### config.mk
export PLATFORM = sky130hd
export DESIGN_NAME = mem_req_arbiter_flat
export DESIGN_NICKNAME = d
export VERILOG_FILES = /design/src/rtl/mem_req_arbiter_if.sv /design/src/rtl/mem_req_arbiter.sv /design/src/flat_wrapper.sv
export SDC_FILE = /design/constraint.sdc
export NUM_CORES = 1
export LEC_CHECK = 0
export ABC_AREA = 0
export CAP_MARGIN = 20
export CORE_UTILIZATION = 34
export DETAILED_ROUTE_END_ITERATION = 16
export PLACE_DENSITY = 0.81
export SYNTH_ARGS = -nofsm -noshare
export SYNTH_HDL_FRONTEND = slang
export SYNTH_SLANG_ARGS = --single-unit
### constraint.sdc
create_clock -name CLK -period 1.7 [get_ports CLK]
set_input_delay 0.34 -clock CLK [delete_from_list [all_inputs] [get_ports CLK]]
set_output_delay 0.34 -clock CLK [all_outputs]
set_load 0.005 [all_outputs]
### src/rtl/mem_req_arbiter_if.sv
// Bus bundle between the requesting channels, the arbiter and the memory controller.
// Handshake: a channel raises req_ren/req_wen and holds it (with addr/wdata) until its
// req_hit pulse; mem_ren/mem_wen are held with addr/wdata stable until mem_hit is seen.
interface mem_req_arbiter_if #(
   parameter int NCH = 2,
   parameter int AW  = 32,
   parameter int DW  = 32
);
   localparam int GW = $clog2(NCH);

   logic [NCH-1:0]    req_ren;
   logic [NCH-1:0]    req_wen;
   logic [NCH*AW-1:0] req_addr;
   logic [NCH*DW-1:0] req_wdata;
   logic [NCH-1:0]    req_hit;
   logic [DW-1:0]     req_rdata;
   logic              halt;
   logic              mem_ren;
   logic              mem_wen;
   logic [AW-1:0]     mem_addr;
   logic [DW-1:0]     mem_wdata;
   logic              mem_hit;
   logic [DW-1:0]     mem_rdata;
   logic              busy;
   logic [GW-1:0]     grant_id;

   modport slave (
      input  req_ren, req_wen, req_addr, req_wdata, halt, mem_hit, mem_rdata,
      output req_hit, req_rdata, mem_ren, mem_wen, mem_addr, mem_wdata, busy, grant_id
   );

   modport master (
      output req_ren, req_wen, req_addr, req_wdata, halt, mem_hit, mem_rdata,
      input  req_hit, req_rdata, mem_ren, mem_wen, mem_addr, mem_wdata, busy, grant_id
   );
endinterface

### src/rtl/mem_req_arbiter.sv
// Arbitrates NCH request channels onto one memory port; the granted request is
// registered and held until mem_hit, which is forwarded as a per-channel hit pulse.
module mem_req_arbiter #(
   parameter int NCH = 2,
   parameter int AW  = 32,
   parameter int DW  = 32,
   parameter int RR  = 1
) (
   input  logic             CLK,
   input  logic             nRST,
   mem_req_arbiter_if.slave bus_io,
   output logic             dbg_state_o
);
   localparam int GW = $clog2(NCH);

   typedef enum logic {IDLE = 1'b0, BUSY = 1'b1} state_t;

   state_t          state_q;
   logic [GW-1:0]   ptr_q;
   logic [GW-1:0]   grant_q;
   logic            ren_q;
   logic            wen_q;
   logic [AW-1:0]   addr_q;
   logic [DW-1:0]   wdata_q;

   logic [NCH-1:0]   active;
   logic [2*NCH-1:0] dbl;
   logic [NCH-1:0]   rot;
   logic [GW:0]      ptr_p1;
   logic [GW:0]      wsum;
   logic [GW-1:0]    win_off;
   logic             found_d;
   logic [GW-1:0]    grant_d;
   logic [AW-1:0]    addr_d;
   logic [DW-1:0]    wdata_d;
   logic             sel_ren;
   logic             sel_wen;

   // Rotate the active vector so the search always starts at bit 0 (ptr+1 for RR).
   always_comb begin
      active  = bus_io.req_ren | bus_io.req_wen;
      dbl     = {active, active};
      ptr_p1  = {1'b0, ptr_q} + {{GW{1'b0}}, 1'b1};
      rot     = active;
      found_d = 1'b0;
      win_off = '0;
      wsum    = '0;
      grant_d = '0;
      if (RR != 0) begin
         rot = NCH'(dbl >> ptr_p1);
      end
      for (int j = NCH - 1; j >= 0; j--) begin
         if (rot[j]) begin
            found_d = 1'b1;
            win_off = GW'(j);
         end
      end
      if (RR != 0) begin
         wsum = ptr_p1 + {1'b0, win_off};
         if (wsum >= (GW+1)'(NCH)) begin
            wsum = wsum - (GW+1)'(NCH);
         end
         grant_d = wsum[GW-1:0];
      end else begin
         grant_d = win_off;
      end
   end

   always_comb begin
      addr_d  = '0;
      wdata_d = '0;
      sel_ren = 1'b0;
      sel_wen = 1'b0;
      for (int i = 0; i < NCH; i++) begin
         if (grant_d == GW'(i)) begin
            addr_d  = bus_io.req_addr[i*AW +: AW];
            wdata_d = bus_io.req_wdata[i*DW +: DW];
            sel_ren = bus_io.req_ren[i];
            sel_wen = bus_io.req_wen[i];
         end
      end
   end

   always_ff @(posedge CLK or negedge nRST) begin
      if (!nRST) begin
         state_q <= IDLE;
         ptr_q   <= GW'(NCH - 1);
         grant_q <= '0;
         ren_q   <= 1'b0;
         wen_q   <= 1'b0;
         addr_q  <= '0;
         wdata_q <= '0;
      end else begin
         case (state_q)
            IDLE: begin
               if (!bus_io.halt && found_d) begin
                  grant_q <= grant_d;
                  addr_q  <= addr_d;
                  wdata_q <= wdata_d;
                  // A channel asking for both read and write is served as a write.
                  wen_q   <= sel_wen;
                  ren_q   <= sel_ren & ~sel_wen;
                  state_q <= BUSY;
               end
            end
            BUSY: begin
               if (bus_io.mem_hit) begin
                  ren_q   <= 1'b0;
                  wen_q   <= 1'b0;
                  ptr_q   <= grant_q;
                  state_q <= IDLE;
               end
            end
            default: state_q <= IDLE;
         endcase
      end
   end

   assign bus_io.mem_ren   = ren_q;
   assign bus_io.mem_wen   = wen_q;
   assign bus_io.mem_addr  = addr_q;
   assign bus_io.mem_wdata = wdata_q;
   assign bus_io.busy      = (state_q == BUSY);
   assign bus_io.grant_id  = grant_q;
   assign bus_io.req_hit   = ((state_q == BUSY) && bus_io.mem_hit) ?
                             ({{(NCH-1){1'b0}}, 1'b1} << grant_q) : '0;
   assign bus_io.req_rdata = bus_io.mem_rdata;
   assign dbg_state_o      = state_q;
endmodule

### src/flat_wrapper.sv
// flat-port wrapper written by rule: the top's interface ports become plain ports
module mem_req_arbiter_flat 
#(
   parameter int NCH = 2,
   parameter int AW  = 32,
   parameter int DW  = 32,
   parameter int RR  = 1
)
  (CLK, nRST, dbg_state_o, bus_io_req_ren, bus_io_req_wen, bus_io_req_addr, bus_io_req_wdata, bus_io_halt, bus_io_mem_hit, bus_io_mem_rdata, bus_io_req_hit, bus_io_req_rdata, bus_io_mem_ren, bus_io_mem_wen, bus_io_mem_addr, bus_io_mem_wdata, bus_io_busy, bus_io_grant_id);
  mem_req_arbiter_if #(.NCH(NCH), .AW(AW), .DW(DW)) bus_io_i ();
  input  logic CLK;
  input  logic nRST;
  output logic dbg_state_o;
  input wire logic [$bits(bus_io_i.req_ren)-1:0] bus_io_req_ren;
  input wire logic [$bits(bus_io_i.req_wen)-1:0] bus_io_req_wen;
  input wire logic [$bits(bus_io_i.req_addr)-1:0] bus_io_req_addr;
  input wire logic [$bits(bus_io_i.req_wdata)-1:0] bus_io_req_wdata;
  input wire logic [$bits(bus_io_i.halt)-1:0] bus_io_halt;
  input wire logic [$bits(bus_io_i.mem_hit)-1:0] bus_io_mem_hit;
  input wire logic [$bits(bus_io_i.mem_rdata)-1:0] bus_io_mem_rdata;
  output wire logic [$bits(bus_io_i.req_hit)-1:0] bus_io_req_hit;
  output wire logic [$bits(bus_io_i.req_rdata)-1:0] bus_io_req_rdata;
  output wire logic [$bits(bus_io_i.mem_ren)-1:0] bus_io_mem_ren;
  output wire logic [$bits(bus_io_i.mem_wen)-1:0] bus_io_mem_wen;
  output wire logic [$bits(bus_io_i.mem_addr)-1:0] bus_io_mem_addr;
  output wire logic [$bits(bus_io_i.mem_wdata)-1:0] bus_io_mem_wdata;
  output wire logic [$bits(bus_io_i.busy)-1:0] bus_io_busy;
  output wire logic [$bits(bus_io_i.grant_id)-1:0] bus_io_grant_id;
  assign bus_io_i.req_ren = bus_io_req_ren;
  assign bus_io_i.req_wen = bus_io_req_wen;
  assign bus_io_i.req_addr = bus_io_req_addr;
  assign bus_io_i.req_wdata = bus_io_req_wdata;
  assign bus_io_i.halt = bus_io_halt;
  assign bus_io_i.mem_hit = bus_io_mem_hit;
  assign bus_io_i.mem_rdata = bus_io_mem_rdata;
  assign bus_io_req_hit = bus_io_i.req_hit;
  assign bus_io_req_rdata = bus_io_i.req_rdata;
  assign bus_io_mem_ren = bus_io_i.mem_ren;
  assign bus_io_mem_wen = bus_io_i.mem_wen;
  assign bus_io_mem_addr = bus_io_i.mem_addr;
  assign bus_io_mem_wdata = bus_io_i.mem_wdata;
  assign bus_io_busy = bus_io_i.busy;
  assign bus_io_grant_id = bus_io_i.grant_id;
  mem_req_arbiter #(.NCH(NCH), .AW(AW), .DW(DW), .RR(RR)) u_core (.CLK(CLK), .nRST(nRST), .bus_io(bus_io_i), .dbg_state_o(dbg_state_o));
endmodule
After elaboration in Yosys (flattened, before gate mapping)
Index checks and enable logic that the tools add are counted.
{ "op_classes": {"n_shift": 2, "magnitude_cmp": 1, "eq_ne": 2, "bitwise_logic": 4, "n_reduce_logical": 6, "n_div": 0, "muxes": 17, "n_addsub": 3, "mul": 0} }
{ "ops": {"columns": ["op", "n"], "rows": [
  ["two-way mux 32 bit", 2],
  ["two-way mux 1 bit", 11],
  ["case mux 1 bit (2 select lines)", 3],
  ["AND reduction 2 bit", 3],
  ["right shift 4 x 2 -> 2 bit", 1],
  ["adder 1 x 1 -> 2 bit (second input constant)", 1],
  ["adder 2 x 1 -> 2 bit", 1],
  [">= comparator 2 bit (second input constant)", 1],
  ["logical AND 1 bit", 2],
  ["two-way mux 2 bit", 1],
  ["inequality test 2 x 1 -> 1 bit (second input constant)", 1],
  ["inequality test 2 bit (second input constant)", 1],
  ["inverter 1 bit", 2],
  ["bitwise OR 2 bit", 1],
  ["left shift 1 x 1 -> 2 bit (first input constant)", 1],
  ["AND 1 bit", 1],
  ["logical NOT 1 bit", 1],
  ["subtractor 1 bit (second input constant)", 1]
]} }
{ "word_totals": {"ram_bits": 0, "input_bits": 168, "ff_bits": 69, "memories": 0, "out_inout_bits": 103, "word_cells": 42, "rom_bits": 0, "latch_bits": 0} }

Longest topological paths before layout
{ "depth": {"word_depth": 12, "ltp_mapped": 5} }

Least setup slack after synthesis
No wires, ideal clock.
{ "synth_path": {"kind": "flip-flop to flip-flop", "from": "reg u_core.state_q (netlist: u_core.bus_io.busy)", "to": "reg u_core.addr_q[10] (netlist: u_core.bus_io.mem_addr[10])", "synth_period_minus_slack_ns": 1.394, "arrival_ns": 1.271, "stages_incl_launch_ff": 6, "required_time_ns": 1.577, "setup_slack_ns": 0.306, "setup_ns": 0.123, "cell_sequence": "dfrtp_1 nor2_2 nand3b_1 buf_6 buf_4 o221a_2"} }
{ "synth_between": {"elab_chain_len": 2} }
{ "synth_rtl": {"columns": ["element", "line", "text"], "rows": [
  ["start: declaration", "mem_req_arbiter.sv:18", "state_t state_q;"],
  ["start signal: assignment", "mem_req_arbiter.sv:86", "state_q <= IDLE;"],
  ["start signal: assignment", "mem_req_arbiter.sv:103", "state_q <= BUSY;"],
  ["start signal: assignment", "mem_req_arbiter.sv:111", "state_q <= IDLE;"],
  ["inverter 1 bit (no source line)", null, null],
  ["AND reduction 2 bit (no source line)", null, null],
  ["end signal: assignment", "mem_req_arbiter.sv:98", "addr_q <= addr_d;"],
  ["end: declaration", "mem_req_arbiter.sv:23", "logic [AW-1:0] addr_q;"]
]} }
Every way passes these cells.
A chain may end at the register's enable or synchronous reset.

Worst setup path in the final report
{ "layout_path": {"from": "reg u_core.state_q (netlist: u_core.bus_io.busy)", "to": "out bus_io_req_hit[1]"} }
{ "layout_between": {"elab_chain_len": 2} }
{ "layout_rtl": {"columns": ["element", "line", "text"], "rows": [
  ["logical AND 1 bit", "mem_req_arbiter.sv:125", "assign bus_io.req_hit = ((state_q == BUSY) && bus_io.mem_hit) ?"],
  ["two-way mux 2 bit", "mem_req_arbiter.sv:125", null],
  ["end: declaration", "flat_wrapper.sv:21", "output wire logic [$bits(bus_io_i.req_hit)-1:0] bus_io_req_hit;"]
]} }
Every way passes these cells.

==> impl_metrics.csv <==
group,metric,value,unit
final_layout,fin_cells,599,
cts,cts_root_buf,"clkbuf_8",
placement,pre_cts_slack,-265,ps
worst_setup_path,start_kind,"flop",
synthesis,yosys_warnings,0,
global_route,grt_max_degree,70,
placement,place_hpwl,7810,um
floorplanning,dieArea,10900,um2
route,viasPerCell,5.19,
timing,finalSetupViolations,0,
placement,dp_cells,581,
synthesis,synth_flop_cell,"dfrtp_1",
final_layout,fillers,861,
timing,hold_ws,15.2,ps
cts,cts.sinks,69,
status,status,"finished, final reports clean",
floorplanning,initial_core_util,34.9,%
floorplanning,die_height,104,um
cts,htree_levels,3,
power,peakVddDrop,0.000578,V
power,p_per_area,1210,nW/um2
synthesis,synth_edf_count,0,
worst_setup_path,rrSetupSlack,130,ps
cts,clk_latency,330,ps
timing,finalClockSkew,10.0,ps
route,drtAntennaViolNets,0,
synthesis,syn_avg_cell_area,12.7,um2
cts,cts_tree,"done",
timing,hold_viol_final,0,
cts,cts_max_path_buffers,2,
timing,layout_worst_path_cycle_share,95.6,%
route,wirelength,11200,um
cts,cts_inserted_buffers,9,
synthesis,syn_nets,448,
route,via_count,3107,
timing,grt_setup_unrepaired,"false",
placement,portBuffers,206,
worst_setup_path,endpoint_kind,"output port",
timing,drv_slew,0,
final_layout,area_growth,63.2,%
timing,setup_slack,74.9,ps
timing,worst_pin_slew,380,ps
run,drv_cap,0,
route,drtIter0Drc,147,
worst_setup_path,cp.arrival,1290,ps
floorplanning,core,10200,um2
floorplanning,die_w,104,um
worst_setup_path,crit_required,1360,ps
synthesis,ys_types,26,
timing,slew-limit-headroom,74.7,%
floorplanning,ioPinCount,271,
global_route,track_usage,20.6,%
synthesis,synth_cells,280,
worst_hold_path,min_path_type,"in -> async",
global_route,grt_pass1_vias,3357,
worst_setup_path,crit_type,"reg -> out",
route,drt-pass1-iter-count,4,
global_route,grt_overflow,0,
synthesis,async_flop_share,100,%
final_layout,drive_above_1_share,18.1,%
final_layout,nets,626,
global_route,antenna_found_initial,0,
timing,period_needed,1630,ps
cts,ctsHoldBuffers,0,
power,power.leakage,2.30,nW
timing,max_freq,615,MHz
worst_setup_path,cp_max_fo,2,
route,route.detailed.drc,0,
route,routedWlPerCell,18.7,um
global_route,grt_pass1_wl,17600,um
synthesis,mappedNetlistArea,3570,um2
timing,timing.setup.tns,0,ps
synthesis,seq_area_frac_synth,48.4,%
placement,place_congestion,0.744,
synthesis,synth_seq_cells,69,
final_layout,antenna_cells,0,
cts,path_clk_slew,80,ps
floorplanning,rows,37,
-- state kept, by name, indices dropped and copies added, names as in the netlist --
name                     cells
u_core.bus_io.mem_wdata     32
u_core.bus_io.mem_addr      32
u_core.bus_io.grant_id       1
u_core.bus_io.mem_ren        1
u_core.bus_io.mem_wen        1
u_core.ptr_q                 1
u_core.bus_io.busy           1
-- stage by stage --
| step | power, mW | area [um2] | util (%) |
|---|---|---|---|
| after global placement | 5.45 | 5570 | 54.5 |
| after floorplan | 3.81 | 3570 | - |
| after detailed placement | 5.55 | 5570 | 54.5 |
| after CTS | 7.11 | 5810 | 56.7 |
| after global routing | 7.42 | 5820 | 56.9 |
| final | 7.05 | 5820 | 56.9 |
-- power breakdown --
group | internal [mW] | switching, mW
Clock | 0.864 | 0.654
Combinational | 2.07 | 0.906
Sequential | 2.21 | 0.341
-- layout by cell type (no fill, tap or decap), drive strengths merged --
| master | count |
|---|---|
| buf | 22 |
| a21boi | 1 |
| bufinv | 2 |
| o221ai | 1 |
| or2 | 1 |
| mux2 | 1 |
| inv | 1 |
| clkdlybuf4s50 | 200 |
| o211ai | 1 |
| clkinvlp | 1 |
| dfstp | 1 |
| o21bai | 64 |
| dlymetal6s2s | 1 |
| nand3b | 1 |
| and3 | 1 |
| nor2 | 4 |
| nand2 | 2 |
| a2bb2oi | 1 |
| nor4 | 1 |
| dlygate4sd2 | 4 |
| and2 | 1 |
| o221a | 64 |
| nand2b | 1 |
| dfrtp | 68 |
| clkinv | 3 |
| o21ai | 4 |
| clkbuf | 10 |
| a21o | 1 |
-- critical path: stages (launching register included) --
cell	delay (ps)
dfrtp_2	410
buf_4	130
and3_4	160
dlygate4sd2_1	250
-- synthesized netlist by cell type (2+ instances only) --
library cell  instances  share of area [%]
buf_4                39                8.2
o21ai_1               4               0.56
clkbuf_1              2               0.21
buf_6                11                3.5
o221a_1              26                8.2
nand2_1               2               0.21
o221a_2              38                 12
o21bai_1             64                 13
buf_2                 8                1.1
dfrtp_1              68                 48
nor2_1                2               0.21
nor2_2                2               0.35
-- logic make-up after synthesis --
kind of cell	Yosys count	share of synthesized area (%)
AOI/OAI and AO/OA	137	35.8
DFF	69	48.4
buffers and inverters	61	13.1
and+or+nand+nor	12	2.28
muxes	1	0.316
-- layer usage --
metal,part of all wire [%],global-route usage (%)
met1,41,24.5
met2,50,35.1
met3,6.4,5.01
met4,2.6,9.29
met5,0,0
-- repair_timing --
item / CTS / global route
resized for setup: 6 / 2
endpoints found under the hold margin: 0 / 0
endpoints found under the setup margin: 4 / 51
pin swaps: 0 / 1
setup buffers: 1 / 1
-- path summary, 6_finish.rpt --
kind	start	to	cells past startpoint
min in group CLK	bus_io_mem_hit	u_core.bus_io.busy$_DFF_PN0_	2
worst min-delay path	nRST	u_core.bus_io.mem_addr[29]$_DFFE_PN0P_	2
worst max-delay path	u_core.bus_io.busy$_DFF_PN0_	bus_io_req_hit[1]	3
worst min register to register	u_core.ptr_q$_DFFE_PN1P_	u_core.ptr_q$_DFFE_PN1P_	1
max in group asynchronous	nRST	u_core.ptr_q$_DFFE_PN1P_	2
worst max register to register	u_core.bus_io.busy$_DFF_PN0_	u_core.bus_io.mem_wdata[25]$_DFFE_PN0P_	5
-- area by class of cell --
cell class,count,area (um2),share of cell area (%)
Timing Repair Buffer,227,2310,39.7
Sequential cell,69,1730,29.7
Multi-Input combinational cell,150,1380,23.7
Tap cell,136,170,2.92
Clock buffer,10,138,2.36
Clock inverter,6,86.3,1.48
Inverter,1,3.75,0.0645
Note: power is estimated with default switching activity, not from simulation.
